### config.mk
export PLATFORM = sky130hd
export DESIGN_NAME = pipe_flow_buf
export DESIGN_NICKNAME = d
export VERILOG_FILES = /design/src/rtl/rooth_defines.sv /design/src/rtl/pipe_flow_ptr.sv /design/src/rtl/pipe_flow_buf.sv
export SDC_FILE = /design/constraint.sdc
export NUM_CORES = 1
export LEC_CHECK = 0
export CORE_UTILIZATION = 51
export CTS_BUF_LIST = sky130_fd_sc_hd__clkbuf_8
export DETAILED_ROUTE_END_ITERATION = 12
export PLACE_DENSITY = 0.85
export SLEW_MARGIN = 20
export SYNTH_ARGS = -nofsm -noshare
export SYNTH_HDL_FRONTEND = slang
export SYNTH_HIERARCHICAL = 1
export SYNTH_SLANG_ARGS = --single-unit
### constraint.sdc
create_clock -name clk -period 5.8 [get_ports clk]
set_input_delay 1.16 -clock clk [delete_from_list [all_inputs] [get_ports clk]]
set_output_delay 1.16 -clock clk [all_outputs]
set_load 0.01 [all_outputs]
### src/rtl/rooth_defines.sv
// Shared pipeline definitions: hazard-unit flow commands and the NOP bubble encoding.
package rooth_defines;

   localparam int FLOW_WIDTH = 2;

   typedef enum logic [FLOW_WIDTH-1:0] {
      FLOW_WORK    = 2'b00,
      FLOW_STOP    = 2'b01,
      FLOW_REFRESH = 2'b10
   } flow_e;

   // addi x0, x0, 0
   localparam logic [31:0] NOP_INST = 32'h0000_0013;

   // The reserved encoding 2'b11 is treated as a refresh, so only the MSB matters.
   function automatic logic is_refresh(input logic [FLOW_WIDTH-1:0] f);
      return f[FLOW_WIDTH-1];
   endfunction

endpackage

### src/rtl/pipe_flow_ptr.sv
// Queue pointer that advances on inc and wraps from DEPTH-1 back to 0.
module pipe_flow_ptr #(
   parameter int DEPTH = 2,
   parameter int PTR_W = 1
) (
   input  logic             clk,
   input  logic             rst,
   input  logic             clr,
   input  logic             inc,
   output logic [PTR_W-1:0] ptr
);

   always_ff @(posedge clk) begin
      if (rst || clr)
         ptr <= '0;
      else if (inc)
         ptr <= (ptr == PTR_W'(DEPTH - 1)) ? '0 : ptr + PTR_W'(1);
   end

endmodule

### src/rtl/pipe_flow_buf.sv
// Elastic pipeline-stage buffer: DEPTH-entry queue with valid/ready on both sides,
// gated by the hazard unit's work/stop/refresh command; reports what a refresh dropped.
module pipe_flow_buf
   import rooth_defines::*;
#(
   parameter int                DATA_W     = 32,
   parameter int                DEPTH      = 2,
   parameter logic [DATA_W-1:0] BUBBLE_VAL = '0,
   parameter int                CNT_W      = $clog2(DEPTH + 1)
) (
   input  logic                  clk,
   input  logic                  rst,
   input  logic [FLOW_WIDTH-1:0] flow_i,
   input  logic                  in_valid_i,
   output logic                  in_ready_o,
   input  logic [DATA_W-1:0]     in_data_i,
   output logic                  out_valid_o,
   input  logic                  out_ready_i,
   output logic [DATA_W-1:0]     out_data_o,
   output logic [CNT_W-1:0]      count_o,
   output logic                  full_o,
   output logic                  empty_o,
   output logic                  drop_vld_o,
   output logic [CNT_W-1:0]      drop_cnt_o
);

   localparam int PTR_W = (DEPTH > 1) ? $clog2(DEPTH) : 1;

   logic [DATA_W-1:0] mem [DEPTH];
   logic [PTR_W-1:0]  wr_ptr, rd_ptr;
   logic              flow_work, flow_refresh;
   logic              push, pop;

   assign flow_work    = (flow_i == FLOW_WORK);
   assign flow_refresh = is_refresh(flow_i);

   assign full_o  = (count_o == CNT_W'(DEPTH));
   assign empty_o = (count_o == '0);

   // Gating with rst keeps the handshakes closed while reset is asserted.
   assign in_ready_o  = flow_work & ~full_o & ~rst;
   assign out_valid_o = flow_work & ~empty_o & ~rst;
   assign out_data_o  = empty_o ? BUBBLE_VAL : mem[rd_ptr];

   assign push = in_valid_i & in_ready_o;
   assign pop  = out_valid_o & out_ready_i;

   pipe_flow_ptr #(.DEPTH(DEPTH), .PTR_W(PTR_W)) u_wr_ptr (
      .clk (clk),
      .rst (rst),
      .clr (flow_refresh),
      .inc (push),
      .ptr (wr_ptr)
   );

   pipe_flow_ptr #(.DEPTH(DEPTH), .PTR_W(PTR_W)) u_rd_ptr (
      .clk (clk),
      .rst (rst),
      .clr (flow_refresh),
      .inc (pop),
      .ptr (rd_ptr)
   );

   always_ff @(posedge clk) begin
      if (push)
         mem[wr_ptr] <= in_data_i;
   end

   always_ff @(posedge clk) begin
      if (rst) begin
         count_o    <= '0;
         drop_vld_o <= 1'b0;
         drop_cnt_o <= '0;
      end else if (flow_refresh) begin
         count_o    <= '0;
         drop_vld_o <= (count_o != '0);
         drop_cnt_o <= count_o;
      end else begin
         drop_vld_o <= 1'b0;
         drop_cnt_o <= '0;
         if (push && !pop)
            count_o <= count_o + CNT_W'(1);
         else if (pop && !push)
            count_o <= count_o - CNT_W'(1);
      end
   end

endmodule

* Yosys cells after proc, flatten, opt, wreduce, memory -nomap -nowiden
Memory sizes are Yosys's and may differ from the RTL's. A register that Yosys moved wholly into a read port is not among the register bits. Cells that the tools add are included.
Cells by class: add/sub/neg operators 4, $mul 0, divide/modulo/power cells 0, order comparisons 0, eq/ne operators 1, shifts and indexed selects 0, mux-type cells 9, bitwise logic cells 10, reduce and logical (&&, ||, !) cells 11
Operator list (count):
- two-way mux 32 bit | 1
- AND 1 bit | 6
- two-way mux 1 bit | 6
- zero test 2 bit | 2
- two-way mux 2 bit | 2
- NOT 1 bit | 4
- nonzero test 2 bit | 2
- OR reduction 2 bit | 2
- adder 1 bit, second input constant | 2
- adder 2 x 1 -> 2 bit, second input constant | 1
- == test 2 bit, second input constant | 1
- logical AND 1 bit | 2
- zero test 1 bit | 2
- subtractor 2 x 1 -> 2 bit, second input constant | 1
- logical OR 1 bit | 1
Storage, ports and cells: register bits after elaboration 7, latch bits 0, bits in writable memories 64, ROM bits 0, bits of input ports 38, output and inout port bits 41, logic and storage cells 41, memories 1
Memory list:
- mem | words 2, bits a word 32, read ports 1, clocked after memory_dff 1, write ports 1, line pipe_flow_buf.sv:29 | logic [DATA_W-1:0] mem [DEPTH];

* Depth between registers and ports, before layout
word-level depth 9, mapped depth 7, depth with buffers taken out 7

* Cells and area by module
The synthesis kept the hierarchy.
Modules (own cells, without submodules):
- pipe_flow_buf | times used 1, cells each 159, area each 2650.0 sq um, sequential area each 2021.9 sq um
- pipe_flow_ptr | times used 2, cells each 3, area each 38.8 sq um, sequential area each 20.0 sq um

* Least setup slack after synthesis
No wires, ideal clock.
kind input to output, start point input rst, end point output out_valid_o, data arrival time 1.714 ns, data required time 4.640 ns, path slack 2.926 ns, stages 1, buffers on the path 0, cells stage by stage nor4_1
On the way: word-level cells in the longest chain between the ends 2
RTL lines:
- start: declaration | line pipe_flow_buf.sv:12 | input logic rst,
- NOT 1 bit | line pipe_flow_buf.sv:42 | assign out_valid_o = flow_work & ~empty_o & ~rst;
- AND 1 bit | line pipe_flow_buf.sv:42
- end: declaration | line pipe_flow_buf.sv:17 | output logic out_valid_o,
Every way passes these cells.

* Worst setup path after layout
Same ends and word-level chain as after synthesis.

==> flow_summary.toml <==
[detailed_routing]
post_drt_wl_per_cell_um = 15.60
highest_layer = "met4"
drt-met1-wl_mm = 2.058
wl_met3_um = 224
wl_met2_mm = 2.673
drt_wl_total_mm = 5.040
ant_nets = 0
dr.pass1.iters = 4
drc_errors = 0
vias = 1617
viasPerCell = 5.006
dr.first_iter.drc_count = 52

[floorplanning]
num_io_pins = 79
dieArea_um2 = 5645
die_h_um = 75.13
start_util = 0.5307
num_rows = 26
die_x_um = 75.13
core_um2 = 5140

[placed_design]
dp_hpwl_mm = 3.166
dp_slack_ps = 1803
place.gp.congestion = 0.7202
port_buffers = 78

[timing]
skew_ps = 9.620
slew_headroom = 0.3176
worstMarginPinSlew_ps = 1024
slew_violations = 0
whs_ps = 569.6
finalSetupViolations = 0
fin_ws_ps = 1773
rsz0062_at_grt = "false"
fmax_mhz = 248.3
hold_viol = 0
setup-tns-final_ps = 0
period_share = 0.6944
period_needed_ps = 4027

[final_layout]
area.growth.synth_to_final_pct = 38.81
final_util = 0.7366
antenna_cells = 0
nets = 287
drive_gt1_frac = 0.1028
nFillCells = 351

[synth]
seq_area_frac_synth = 0.7560
yosysWarnings = 6
ys_types = 25
syn-cell-area_um2 = 2728
syn_nets = 204
synth-async-reset-ratio = 0
synth_seq_cells = 71
synth_ff_type = "edfxtp_1"
synth_edf_count = 64
synth.most_common_cell = "edfxtp_1"
synth_common_cells = "64 x edfxtp_1, 32 x mux2i_1, 32 x nor2_1"
syn_inst = 165
avgSynthCellArea_um2 = 16.53
post-synth-top-area-cell = "edfxtp_1"
synth_top_cell_area_share = 0.7046
ys_top_cells_by_area = "edfxtp_1 70%, mux2i_1 12%, dfxtp_1 5.1%"

[setup_path]
crit_fanout = 8
worstPathRequired_ps = 4640
crit_type = "in -> out"
start_kind = "input port"
crit_arrival_ps = 2870
cp-end-kind = "primary output"

[cts]
cts_buffers = 9
cts_resized = 0
htree_levels = 3
hold_buffers = 0
cts_setup_buffers = 0
cts_buffer_depth = 2
cts_tree = "built"
clock-root-buffer = "clkbuf_8"
cts.sinks = 71
clk_latency_ps = 340
clk_pin_slew_ps = 70

[power]
p_sw_frac = 0.1916
cellPowerDensity_nw_per_um2 = 272.7
internal-power_mw = 0.8346
leakagePower_nw = 1.210
clockPowerShare = 0.401
p_comb_frac = 0.053
p_switching_mw = 0.1978
peakVddDrop_uv = 272.7
seq_power_share = 0.546
power_mw = 1.032

[grt]
grt_start_max_net_pins = 34
antenna_found_initial = 0
grt.total_usage = 0.1910
grt_overflow_total = 0
grt_pass1_vias = 1575
grt_pass1_wl_mm = 7.362

[worst_hold_path]
hp-class = "reg -> reg"

[job]
cap_violations = 0

[run_status]
outcome = "completed"
-- cells in the final DEF (no fill, tap or decap), types with 2 or more instances in the layout --
cell              n
dfxtp_1           6
nor2_1           32
edfxtp_1         64
xor2_1            2
clkbuf_8          9
and3b_2           2
xnor2_1           2
bufinv_16         2
clkdlybuf4s50_1  78
mux2i_1          32
nor3_2            2
-- area by class of cell --
class | instances | area, um2 | area share
Clock buffer | 9 | 123.9 | 0.03272
Clock inverter | 7 | 88.84 | 0.02346
Multi-Input combinational cell | 87 | 634.4 | 0.1675
Sequential cell | 71 | 2063 | 0.5449
Tap cell | 70 | 87.58 | 0.02313
Timing Repair Buffer | 79 | 788.3 | 0.2082
-- worst paths after layout --
path,slack [ps],cells after the start,from,end
max,1770,3,rst,out_valid_o
min,570,2,count_o[1],count_o[1]
min reg2reg,570,2,count_o[1],count_o[1]
max reg2reg,3670,6,count_o[0],count_o[1]
-- power by group through the flow --
stage,sequential [mW],clock (mW),combinational (mW)
floorplan,0.575,0,0.0125
global placement,0.575,0,0.0521
detailed placement,0.575,0,0.0540
CTS,0.564,0.423,0.0544
global route,0.564,0.443,0.0579
finish,0.564,0.414,0.0542
-- through the flow --
stage | cells | instance area, um2
2_1_floorplan | 165 | 2728
3_3_place_gp | 307 | 3573
3_5_place_dp | 307 | 3573
4_1_cts | 323 | 3786
5_1_grt | 323 | 3786
6_report | 323 | 3786
-- critical path, cell delays in order --
cell,delay (ps)
clkdlybuf4s50_1,590
nor4_1,490
clkdlybuf4s50_1,630
-- kinds of logic (layout without fill, tap and decap cells) --
family / after synthesis / count (layout) / synth area share
and+or+nand+nor: 48 / 48 / 0.09313
AOI/OAI and AO/OA: 2 / 2 / 0.004586
buffers and inverters: 7 / 95 / 0.01147
DFF: 71 / 71 / 0.7560
xor gates and xnor gates: 4 / 4 / 0.01285
adders and majority gates: 1 / 1 / 0.004586
muxes: 32 / 32 / 0.1174
-- per-layer routing --
layer,vias to the layer above,track usage
li1,779,-
met1,776,0.2063
met2,55,0.3413
met3,7,0.04685
met4,0,0.1111
met5,-,0
-- state kept, by name (all words and copies together), names as in the netlist --
signal and count:
count_o 2, drop_cnt_o 2, drop_vld_o 1, mem 64, u_rd_ptr/ptr 1, u_wr_ptr/ptr 1
Power figures use the tool's default switching activity.
